### config.mk
export PLATFORM = sky130hd
export DESIGN_NAME = instr_queue
export DESIGN_NICKNAME = d
export VERILOG_FILES = /design/src/rtl/instr_queue.sv
export SDC_FILE = /design/constraint.sdc
export NUM_CORES = 1
export LEC_CHECK = 0
export BUFFER_PORTS_ARGS = -buffer_cell sky130_fd_sc_hd__buf_2
export CORE_AREA = 10 10 171 173
export CTS_BUF_LIST = sky130_fd_sc_hd__clkbuf_8
export CTS_CLUSTER_SIZE = 10
export DETAILED_ROUTE_END_ITERATION = 12
export DIE_AREA = 0 0 181 183
export GPL_ROUTABILITY_DRIVEN = 0
export GPL_TIMING_DRIVEN = 0
export HOLD_SLACK_MARGIN = 0.03
export PLACE_DENSITY = 0.62
export SYNTH_ARGS = -nofsm -noshare
export SYNTH_HDL_FRONTEND = slang
export SYNTH_SLANG_ARGS = --single-unit
### constraint.sdc
create_clock -name clk -period 7.9 [get_ports clk]
set_clock_uncertainty 0.15 [all_clocks]
set_input_delay 0.395 -clock clk [delete_from_list [all_inputs] [get_ports clk]]
set_output_delay 0.395 -clock clk [all_outputs]
set_load 0.03 [all_outputs]
### src/rtl/instr_queue.sv
// Instruction FIFO between fetch and decode: {instr, pc_add4} entries, flush on redirect.
// Optional zero-latency empty-queue bypass enabled by defining INSTR_QUEUE_BYPASS_EN.
module instr_queue #(
    parameter int DEPTH = 4,
    parameter int AW    = 2
) (
    input  logic          clk,
    input  logic          rst,
    input  logic          in_valid,
    output logic          in_ready,
    input  logic [31:0]   in_instr,
    input  logic [31:0]   in_pc_add4,
    input  logic          flush,
    output logic          out_valid,
    input  logic          out_ready,
    output logic [31:0]   out_instr,
    output logic [31:0]   out_pc_add4,
    output logic [AW:0]   count
);

    localparam logic [AW:0]   FULL_CNT = (AW+1)'(DEPTH);
    localparam logic [AW:0]   ONE_CNT  = (AW+1)'(1);
    localparam logic [AW-1:0] ONE_PTR  = AW'(1);

    logic [63:0]   mem_q [DEPTH];
    logic [AW-1:0] wr_ptr_q, wr_ptr_d;
    logic [AW-1:0] rd_ptr_q, rd_ptr_d;
    logic [AW:0]   count_q, count_d;

    logic head_vld;
    logic byp;
    logic push;
    logic pop;

    always_comb begin
        head_vld = (count_q != '0);
        in_ready = (count_q != FULL_CNT);
`ifdef INSTR_QUEUE_BYPASS_EN
        byp = ~head_vld & in_valid & ~flush;
`else
        byp = 1'b0;
`endif
        out_valid = head_vld | byp;
        if (byp) begin
            out_instr   = in_instr;
            out_pc_add4 = in_pc_add4;
        end else if (head_vld) begin
            out_instr   = mem_q[rd_ptr_q][63:32];
            out_pc_add4 = mem_q[rd_ptr_q][31:0];
        end else begin
            out_instr   = 32'h0;
            out_pc_add4 = 32'h0;
        end
        // A bypassed instruction that decode takes immediately never enters storage.
        push = in_valid & in_ready & ~flush & ~(byp & out_ready);
        pop  = head_vld & out_ready & ~flush;
    end

    always_comb begin
        wr_ptr_d = wr_ptr_q;
        rd_ptr_d = rd_ptr_q;
        count_d  = count_q;
        if (flush) begin
            wr_ptr_d = '0;
            rd_ptr_d = '0;
            count_d  = '0;
        end else begin
            if (push) wr_ptr_d = wr_ptr_q + ONE_PTR;
            if (pop)  rd_ptr_d = rd_ptr_q + ONE_PTR;
            case ({push, pop})
                2'b10:   count_d = count_q + ONE_CNT;
                2'b01:   count_d = count_q - ONE_CNT;
                default: count_d = count_q;
            endcase
        end
    end

    always_ff @(posedge clk) begin
        if (rst) begin
            wr_ptr_q <= '0;
            rd_ptr_q <= '0;
            count_q  <= '0;
        end else begin
            wr_ptr_q <= wr_ptr_d;
            rd_ptr_q <= rd_ptr_d;
            count_q  <= count_d;
        end
    end

    // Storage is data-only: no reset, written only on an accepted push.
    always_ff @(posedge clk) begin
        if (push && !rst) begin
            mem_q[wr_ptr_q] <= {in_instr, in_pc_add4};
        end
    end

    assign count = count_q;

endmodule

# Word level (Yosys, flattened, before mapping)
# Memories as Yosys holds them, arrays and structs flattened. A register that Yosys moved wholly into a read port is not among the register bits.
# Index checks and enable logic that the tools add are counted.
dict set report totals {
  ff_bits 7
  mem_bits_rw 256
  word_cells 28
  memories 1
}
# name depth word_bits read_ports rd_ports_with_merged_regs write_ports line_no
set memory_table {}
lappend memory_table {mem_q 4 64 1 1 1 25} ;# logic [63:0] mem_q [DEPTH];
dict set report classes {
  n_addsub 4
  eq_ne 3
  mux 7
  bitwise 5
  n_reduce_logical 5
}
# cell n
set op_table {}
lappend op_table {{two-way mux 32 bit} 2}
lappend op_table {{case mux 3 bit (2 select lines)} 1}
lappend op_table {{adder 2 x 1 -> 2 bit, second input constant} 2}
lappend op_table {{bitwise AND 1 bit} 4}
lappend op_table {{two-way mux 2 bit} 2}
lappend op_table {{adder 3 x 1 -> 3 bit, second input constant} 1}
lappend op_table {{!= test 3 bit, second input constant} 1}
lappend op_table {{nonzero test 3 bit} 1}
lappend op_table {{subtractor 3 x 1 -> 3 bit, second input constant} 1}
lappend op_table {{equality test 2 x 1 -> 1 bit, second input constant} 1}
lappend op_table {{equality test 2 bit, second input constant} 1}
lappend op_table {{two-way mux 1 bit} 2}
lappend op_table {{nonzero test 2 bit} 1}
lappend op_table {{OR reduction 2 bit} 1}
lappend op_table {{logical AND 1 bit} 1}
lappend op_table {{zero test 1 bit} 1}
lappend op_table {{NOT 1 bit} 1}

# Depth between registers and ports, before layout
# Gate-level depths: netlist of the first run.
dict set report depth {
  ltp_word 6
  depth_mapped 8
}

# Worst setup path after synthesis of the first run
# OpenSTA, ideal clock, no wires.
dict set report synth_path {
  path_type {register to register}
  startpoint {reg count_q[0], in the netlist count[0]}
  endpoint {mem mem_q[0][0] (enable)}
  arrival_time_ns 5.822
  slack_ns 1.350
  path_stages_with_launch 4
  n_path_buf 0
  cell_sequence {dfxtp_1 -> or3b_2 -> nand3b_2 -> nor3b_1}
}
dict set report synth_between {
  elab_chain_cells 6
}
# item line_no
set synth_lines {}
lappend synth_lines {{start: declaration} 28} ;# logic [AW:0] count_q, count_d;
lappend synth_lines {{start signal: assignment} 86} ;# count_q <= count_d;
lappend synth_lines {{!= test 3 bit} 37} ;# in_ready = (count_q != FULL_CNT);
lappend synth_lines {{named net in_ready} 10} ;# output logic in_ready,
lappend synth_lines {{bitwise AND 1 bit (2 in series)} 55} ;# push = in_valid & in_ready & ~flush & ~(byp & out_ready);
lappend synth_lines {{logical AND 1 bit} 92} ;# if (push && !rst) begin
lappend synth_lines {{two-way mux 1 bit} 92}
lappend synth_lines {{two-way mux 1 bit (implied by the code)} 93} ;# mem_q[wr_ptr_q] <= {in_instr, in_pc_add4};
lappend synth_lines {{end: declaration} 25}
# The timed path passes the listed nets, and every way through them passes these cells.

# Worst setup path after layout of the first run
dict set report layout_path {
  startpoint {reg count_q[0], in the netlist count[0]}
  endpoint {out out_instr[3]}
}
dict set report layout_between {
  elab_chain_cells 2
}
# item line_no
set layout_lines {}
lappend layout_lines {{nonzero test 3 bit} 36} ;# head_vld = (count_q != '0);
lappend layout_lines {{two-way mux 32 bit} 47} ;# end else if (head_vld) begin
lappend layout_lines {{end: declaration} 16} ;# output logic [31:0] out_instr,
# No other way between the ends.

==> out/qor.txt, run 1 <==
Core Rows - 59
Synth Cell Area - 10200 um^2
Ant. Diodes - 0
Seq/Total Area, Yosys - 0.770
footprint of the multi-input gates - 2160 um^2
Routed wire per std cell - 19.1 um
final slew viol count - 0
max cap viols - 0
wire length of the first global-routing pass - 33100 um
final-layout fill cell count - 2100
Mean Syn Cell Area - 22.3 um^2
critical path, cell by cell - or3_1, clkbuf_1, clkbuf_1, and2_1, buf_2
Max transition margin - 0.514
Post-Synthesis Cells - 458
CP peak stage delay - 560 ps
Setup WS post-layout - 4750 ps
# IOs - 138
largest fanout on the critical path - 10
DRT Wirelength - 21100 um
Hold/Removal Path Class - in2reg
R2R setup slack - 5220 ps
Arrival @ worst endpoint - 2610 ps
post-route antenna net violation count - 0
met3 Track Usage GR - 0.0341
Yosys cell types - 26
gr busiest metal - met2
NumNets Final - 808
M1 GR Usage - 0.155
core area - 25800 um^2
worst skew pair latency - 520 ps
CP Class - reg2out
gr ovfl total - 0
postcts setup bufs - 0
IO Port Bufs - 137
Buf/Inv on CP - 3
antenna violations before repair - 0
Reg-to-Reg Start - count[2]
Max Clock Freq - 0.317 GHz
drt pass-1 iters - 4
die height - 183 um
pin count of the biggest net entering global routing - 12
Synthesized Nets - 533
CTS tree - built
number of vias per cell - 4.81
CP Launch Point - count[0]
Area contributors post-synth - edfxtp_1 (75%), mux4_2 (13%), and2_1 (3.9%)
Warnings, synthesis - 0
largest area contributor in the netlist - edfxtp_1
async set-reset flop share out of synthesis - 0
clock-pin slew on the worst setup and hold paths - 60 ps
Starting Density - 0.397
Die Wd - 181 um
Final Core Density - 0.509
M2 GR Usage - 0.212
CTS buffer count - 44
Pleak - 4.69 nW
CP max-delay cell - clkbuf_1
Post-synth top cells - edfxtp_1 (256), and2_1 (64), mux4_2 (60), dfxtp_1 (9)
post-route cell area - 13100 um^2
CP Data Required Time - 7360 ps
Final Setup Violations - 0
pre-CTS WS - 5210 ps
fraction of layout cells with a size suffix above 1 - 0.387
ys flop type - edfxtp_1
Setup crit end kind - output pin
GRT Overall Usage - 0.125
Period minus WS final - 3150 ps
vias in the first global route - 5961
area grow syn2layout - 28.4%
pwr dens - 213 nW/um^2
EDFF count, synth - 256
VDD IR max - 194 uV
CTS Buffer Depth - 3
outcome - completed
most common cell in the synthesized netlist - edfxtp_1
Hold Fails Final Rpt - 0
worst slew pin tran - 725 ps
H-tree depth - 2
CP top delay family - buffers and inverters
drt first-iter violations - 260
Critical Path Most Common Cell - clkbuf_1
DRC Markers - 0
setup TNS - 0 ps
DR vias - 5304
RSZ-0062 raised after global routing - no
Critical Path Source Type - register
Sink Count - 265
Yosys reg bits - 265
Sequential Area - 7870 um^2
minimum hold slack - 89.6 ps
DIE AREA - 33100 um^2
Clk Tree Root Cell - clkbuf_8
Synth top area share - 0.752
final worst path period share - 0.399
detailed placement HPWL - 14200 um
min-delay src - flush
placed inst area - 11700 um^2
power breakdown:
group,switching [mW],total (mW),internal (mW)
registers,0.00330,1.56,1.55
clock network,0.507,1.10,0.593
logic,0.0742,0.140,0.0654
final cells by class:
cell class	instances	share of cell area
flip-flops and latches	265	0.599
multi-input cells	166	0.165
repair buffers	229	0.126
clock buffers	45	0.0472
well taps	335	0.0319
plain buffers	22	0.0150
clock inverters	35	0.0148
inverters	5	0.00143
what timing repair did:
item | 4_1_cts | 5_1_grt
hold buffers | 64 | 0
gates resized for setup | 0 | 0
endpoints found under the hold margin | 256 | 0
tightest hold or removal path, delay by kind of cell:
kind                   cells  cell delay, ps
AND/OR/NAND/NOR            2             150
buffers and inverters      1             110
multiplexers               1              50
layer usage:
layer	wire length, um	vias to the layer above
met5	0	-
met4	304	0
met3	1220	30
met2	10700	159
met1	8840	2693
li1	-	2422
cell usage in the layout, fill, tap and decap left out:
cell             n
dlygate4sd3_1   64
clkbuf_1         8
buf_12           6
clkinv_2         2
nand2_1          4
and2_1          64
o31ai_1          1
nand3b_2         1
fa_1             1
buf_2          143
mux4_2          60
mux2i_1          2
clkbuf_2         1
nor3b_2          4
clkbuf_8        45
buf_8            2
xor2_1           4
bufinv_16        2
a21oi_1          2
o21ai_0          1
inv_1           25
or3_1            2
nor2_1           8
clkinvlp_4       2
edfxtp_1       256
or2_2            1
ha_1             5
mux4_1           4
dfxtp_1          9
o311ai_0         1
buf_6           27
clkinv_1         9
or3b_2           1
kinds of logic (layout without fill, tap and decap cells):
logic type | Yosys count | count (layout) | share of synthesized area
buffers and inverters | 27 | 336 | 0.0211
multiplexers | 66 | 66 | 0.144
flip-flops | 265 | 265 | 0.770
AO/OA/AOI/OAI | 5 | 5 | 0.00306
adder cells (fa/ha/maj) | 6 | 6 | 0.00808
XOR/XNOR | 4 | 4 | 0.00343
AND/OR/NAND/NOR | 85 | 85 | 0.0503
path summary, 6_finish.rpt:
check	end	cells past startpoint
hold / removal	wr_ptr_q[1]	4
hold reg to reg	wr_ptr_q[1]	2
setup reg to reg	count[2]	8
setup / recovery	out_instr[3]	5
registers in the layout, indices dropped and copies added (netlist names), named ones only:
register / cells
rd_ptr_q: 2
mem_q: 256
wr_ptr_q: 2
count: 3
per-stage QoR:
step | cells | power [mW]
floorplan | 458 | 1.65
global route | 1102 | 2.91
CTS | 1102 | 2.84
global placement | 930 | 1.70
detailed placement | 958 | 1.70
finish | 1102 | 2.80
No activity file was read; power rests on OpenSTA's default activity.
==> inputs of run 2 (changes only) <==
- clock period: 7.9 -> 3.28 ns (I/O delays scaled with it)
==> run 2 against run 1 <==
Against the previous run: power is 140% higher; flip-flop and latch count unchanged; critical path depth stayed put; clock power increased by 140%; die area did not move; critical path type unchanged; highest routed layer unchanged.
==> out/qor.txt, run 2 (synthesis gave the netlist of run 1 again) <==
outcome - completed
CTS buffer count - 46 (+4.5%)
final-layout fill cell count - 2119 (+0.90%)
number of vias per cell - 4.84 (+0.64%)
Arrival @ worst endpoint - 2530 ps (-80 ps)
drt first-iter violations - 263 (+1.2%)
RSZ-0062 raised after global routing - no
Core Rows - 59 (unchanged)
wire length of the first global-routing pass - 33600 um (+1.3%)
largest register by flop count - mem_q
Period minus WS final - 2850 ps
vias in the first global route - 6129 (+2.8%)
Gates resized, CTS repair - 0 (unchanged)
NumNets Final - 804 (-0.50%)
# IOs - 138 (unchanged)
CP max-delay cell - clkbuf_1
antenna violations before repair - 1 (+1)
CP Class - reg2out
pre-CTS WS - 649 ps (-4560 ps)
most common cell after layout, fill and taps aside - edfxtp_1
critical path, cell by cell - or3_1, clkbuf_1, clkbuf_1, and2_1, buf_2
fraction of layout cells with a size suffix above 1 - 0.378 (-0.00895)
worst slew pin tran - 991 ps (+266 ps)
Die Wd - 181 um (unchanged)
pwr dens - 513 nW/um^2 (+140%)
CTS tree - built
Max transition margin - 0.339 (-0.176)
DRC Markers - 0 (unchanged)
Setup WS post-layout - 435 ps (-4310 ps)
area grow syn2layout - 29.1%
most frequent cells in the layout - edfxtp_1 (256), buf_2 (143), dlygate4sd3_1 (70)
CP top delay family - buffers and inverters
post-route antenna net violation count - 0 (unchanged)
DR vias - 5328 (+0.45%)
Pleak - 4.69 nW (-0.14%)
Critical Path Source Type - register
Starting Density - 0.397 (unchanged)
Clk Tree Root Cell - clkbuf_8
Setup crit end kind - output pin
CP peak stage delay - 520 ps (-40 ps)
GRT Overall Usage - 0.127 (+0.00178)
CP Data Required Time - 2970 ps (-4390 ps)
H-tree depth - 2 (unchanged)
setup TNS - 0 ps (unchanged)
Critical Path Most Common Cell - clkbuf_1
Hold/Removal Path Class - in2reg
Final Setup Violations - 0 (unchanged)
Max Clock Freq - 0.351 GHz
gr ovfl total - 0 (unchanged)
postcts setup bufs - 0 (unchanged)
drt pass-1 iters - 4 (unchanged)
pin count of the biggest net entering global routing - 17 (+5)
largest fanout on the critical path - 10 (unchanged)
detailed placement HPWL - 13900 um (-1.9%)
CTS Buffer Depth - 3 (unchanged)
Hold Fails Final Rpt - 0 (unchanged)
max cap viols - 0 (unchanged)
clock-pin slew on the worst setup and hold paths - 60 ps (about the same)
VDD IR max - 262 uV (+35%)
Final Core Density - 0.512 (+0.00296)
DIE AREA - 33100 um^2 (unchanged)
final worst path period share - 0.867
IO Port Bufs - 137 (unchanged)
final slew viol count - 0 (unchanged)
max reg flops - 256 (unchanged)
DRT Wirelength - 21300 um (+0.86%)
Buf/Inv on CP - 3 (unchanged)
die height - 183 um (unchanged)
core area - 25800 um^2 (unchanged)
Routed wire per std cell - 19.3 um (+1.0%)
Sink Count - 265 (unchanged)
worst skew pair latency - 550 ps (+30 ps)
total power - 6.77 mW (+140%)
[run 2: changes by cell type in the layout (fill, tap and decap cells not counted), sizes merged]
| cell | change |
|---|---|
| buf | -12 |
| bufinv | -1 |
| clkbuf | +2 |
| clkinv | +8 |
| diode | +1 |
| dlygate4sd3 | +6 |
| inv | -6 |
[run 2: final cells by class]
| cell class | count | area, um^2 | area share |
|---|---|---|---|
| clock buffer | 47 | 647 | 0.0490 |
| clock inverter | 36 | 176 | 0.0134 |
| multi-input combinational | 166 | 2190 | 0.166 |
| inverter | 5 | 18.8 | 0.00142 |
| timing repair buffer | 223 | 1680 | 0.127 |
| sequential | 265 | 7870 | 0.596 |
| tap | 335 | 419 | 0.0318 |
| antenna | 1 | 2.50 | 0.000190 |
| buffer | 22 | 196 | 0.0149 |
[run 2: what timing repair did]
item	4_1_cts	5_1_grt
hold endpoints to repair	288	0
endpoints found under the setup margin	0	0
hold buffers	70	0
[run 2: final timing paths]
path / from / endpoint / slack, ps / depth (start not counted)
worst min register to register: rd_ptr_q[0] / rd_ptr_q[0] / 380 / 2
worst min-delay path: in_pc_add4[22] / mem_q[1][22] / 210 / 2
worst max-delay path: count[2] / out_pc_add4[5] / 430 / 5
worst max register to register: count[2] / count[2] / 570 / 8
[run 2: through the flow]
stage / hold slack [ps] / area [um^2] / std cells
after global routing: 190 / 13200 / 1100
after floorplan: 113 / 10300 / 458
after detailed placement: 234 / 11700 / 946
after CTS: 175 / 13200 / 1099
after global placement: 223 / 11400 / 930
final: 214 / 13200 / 1100
[run 2: per-layer routing]
metal,vias up,share of wire,track usage
met3,32,0.056,0.0362
met1,2727,0.41,0.150
met5,-,0,0
li1,2422,-,-
met4,0,0.018,0.0364
met2,147,0.52,0.223
[run 2: where the power goes]
group / internal (mW) / switching, mW
clock network: 1.41 / 1.27
logic: 0.162 / 0.182
registers: 3.74 / 0.00820
total: 5.32 / 1.46
==> inputs of run 3 (changes only) <==
- ABC_AREA: not set -> 1
- CORE_AREA: 10 10 171 173 -> 10 10 173 175
- DIE_AREA: 0 0 181 183 -> 0 0 183 185
- PLACE_DENSITY: 0.62 -> 0.61
- RECOVER_POWER: not set -> 25
==> run 3 against run 2 <==
Against the previous run: final cell count increased by 32%; area after synthesis grew 2.0%; global-route usage increased by 2.4 points; highest routed layer unchanged; critical path depth is 2 higher; power is 1.6% lower; sequential share of layout area increased by 0.38 points.
==> out/qor.txt, run 3 <==
H-tree depth - 2 (unchanged)
EDFF count, synth - 256 (unchanged)
Mean Syn Cell Area - 12.6 um^2 (-44%)
Routed wire per std cell - 17.6 um (-8.7%)
fin cells - 1455 (+32%)
post-synthesis mux area share - 0 (-0.144)
worst slew pin tran - 852 ps (-139 ps)
worst skew pair latency - 520 ps (-30 ps)
Synth top area share - 0.737 (-0.0145)
most frequent cells in the layout - nor2_1 (265), edfxtp_1 (256), o21ai_0 (119)
pin count of the biggest net entering global routing - 28 (+11)
wire length of the first global-routing pass - 40000 um (+19%)
total power - 6.66 mW (-1.6%)
post-route antenna net violation count - 0 (unchanged)
Arrival @ worst endpoint - 2710 ps (+180 ps)
CTS tree - built
Pleak - 4.81 nW (+2.6%)
Post-synth top cells - nor2_1 (269), edfxtp_1 (256), o21ai_0 (119), a21oi_1 (69), inv_1 (18)
outcome - completed
largest fanout on the critical path - 23 (+13)
minimum hold slack - 246 ps (+32.3 ps)
vias in the first global route - 7470 (+22%)
Starting Density - 0.392 (-0.00454)
Final Core Density - 0.493 (-0.0190)
Warnings, synthesis - 0 (unchanged)
Synthesized Nets - 904 (+70%)
clock-pin slew on the worst setup and hold paths - 60 ps (about the same)
drt pass-1 iters - 5 (+1)
Core Rows - 60 (+1.7%)
Gates resized, CTS repair - 0 (unchanged)
CTS buffer count - 43 (-6.5%)
Clk Tree Root Cell - clkbuf_8
max reg flops - 256 (unchanged)
Synth Cell Area - 10400 um^2 (+2.0%)
NumNets Final - 1163 (+45%)
CP Class - reg2reg
IO Port Bufs - 137 (unchanged)
# IOs - 138 (unchanged)
number of vias per cell - 4.76 (-1.7%)
Synth Area in Compound Gates - 0.0951 (+0.0920)
post-route cell area - 13100 um^2 (-0.66%)
GRT Overall Usage - 0.151 (+0.0243)
Post-Synthesis Cells - 829 (+81%)
Synth Area in Simple Gates - 0.106 (+0.0557)
Hold/Removal Path Class - in2reg
Max transition margin - 0.431 (+0.0923)
most common cell after layout, fill and taps aside - nor2_1
Setup WS post-layout - 631 ps (+196 ps)
Yosys cell types - 18 (-31%)
CTS Buffer Depth - 3 (unchanged)
ys flop type - edfxtp_1
Critical Path Source Type - register
DIE AREA - 33900 um^2 (+2.2%)
Yosys reg bits - 265 (unchanged)
RSZ-0062 raised after global routing - no
Area contributors post-synth - edfxtp_1 (74%), nor2_1 (9.7%), o21ai_0 (5.7%)
CTS Hold Buffers Added - 69 (-1.4%)
antenna violations before repair - 1 (unchanged)
max cap viols - 0 (unchanged)
placed insts - 1315 (+39%)
DRT Wirelength - 25700 um (+21%)
die height - 185 um (+1.1%)
async set-reset flop share out of synthesis - 0 (unchanged)
fraction of layout cells with a size suffix above 1 - 0.173 (-0.206)
largest register by flop count - mem_q
VDD IR max - 299 uV (+14%)
most common cell in the synthesized netlist - nor2_1
placed inst area - 11700 um^2 (+0.45%)
postcts setup bufs - 0 (unchanged)
gr ovfl total - 0 (unchanged)
DR vias - 6928 (+30%)
area grow syn2layout - 25.8%
setup TNS - 0 ps (unchanged)
Hold Fails Final Rpt - 0 (unchanged)
Sink Count - 265 (unchanged)
drt first-iter violations - 322 (+22%)
largest family of logic cells by synthesized area - simple AND/OR/NAND/NOR gates
largest area contributor in the netlist - edfxtp_1
core area - 26600 um^2 (+3.2%)
pre-CTS WS - 612 ps (-36.7 ps)
final slew viol count - 0 (unchanged)
pwr dens - 508 nW/um^2 (-0.96%)
final worst path period share - 0.808 (-0.0597)
detailed placement HPWL - 16000 um (+15%)
XOR/XNOR share of the synthesized area - 0 (-0.00343)
Final Setup Violations - 0 (unchanged)
CP Data Required Time - 3340 ps (+370 ps)
Adder-Cell Fraction of Synth Area - 0.00792 (-0.000156)
Die Wd - 183 um (+1.1%)
Seq/Total Area, Yosys - 0.755 (-0.0149)
Period minus WS final - 2650 ps (-196 ps)
Setup crit end kind - register
DRC Markers - 0 (unchanged)
Max Clock Freq - 0.377 GHz (+7.4%)
## run 3: cell count changes after synthesis, moves of 13 or more
cell,change
o21ai_0,+118
and2_1,-64
nor2_1,+261
nand2_1,+13
mux4_2,-60
a21oi_1,+67
inv_1,+13
## run 3: path summary, 6_finish.rpt
path / from / endpoint / slack (ps) / depth (start not counted)
worst max register to register: count[0] / mem_q[0][0] / 630 / 7
worst min register to register: wr_ptr_q[0] / wr_ptr_q[0] / 360 / 2
worst min-delay path: in_pc_add4[0] / mem_q[3][0] / 250 / 2
worst max-delay path: count[0] / mem_q[0][0] / 630 / 7
## run 3: kinds of logic after synthesis
kind of cell	count (synthesis)
AO/OA/AOI/OAI	198
buffers and inverters	68
adder cells (fa/ha/maj)	6
flip-flops	265
AND/OR/NAND/NOR	292
## run 3: routing by layer
layer / up-vias / routed length (um) / track usage
met5: - / 0 / 0
met1: 3253 / 10800 / 0.180
met4: 0 / 537 / 0.0498
met2: 195 / 12800 / 0.264
li1: 3435 / - / -
met3: 45 / 1550 / 0.0364
## run 3: report_power, final
group | internal, mW | switching [mW] | leakage [nW]
Clock | 1.33 | 1.18 | 0.436
Combinational | 0.144 | 0.258 | 1.99
Sequential | 3.74 | 0.00752 | 2.38
## run 3: layout make-up
| type | count | area (um^2) |
|---|---|---|
| clock buffer | 45 | 619 |
| tap | 341 | 427 |
| sequential | 265 | 7870 |
| clock inverter | 25 | 123 |
| fill | 2380 | 13500 |
| antenna | 1 | 2.50 |
| inverter | 21 | 78.8 |
| timing repair buffer | 214 | 1490 |
| buffer | 47 | 299 |
| multi-input combinational | 496 | 2210 |
## run 3: worst max-delay path: stages (launching register included)
cell and delay [ps]:
dfxtp_1 380, nor2_1 70, nand2_1 120, nand2_1 120, or2_2 400, nor2_4 580, buf_12 280, buf_12 210
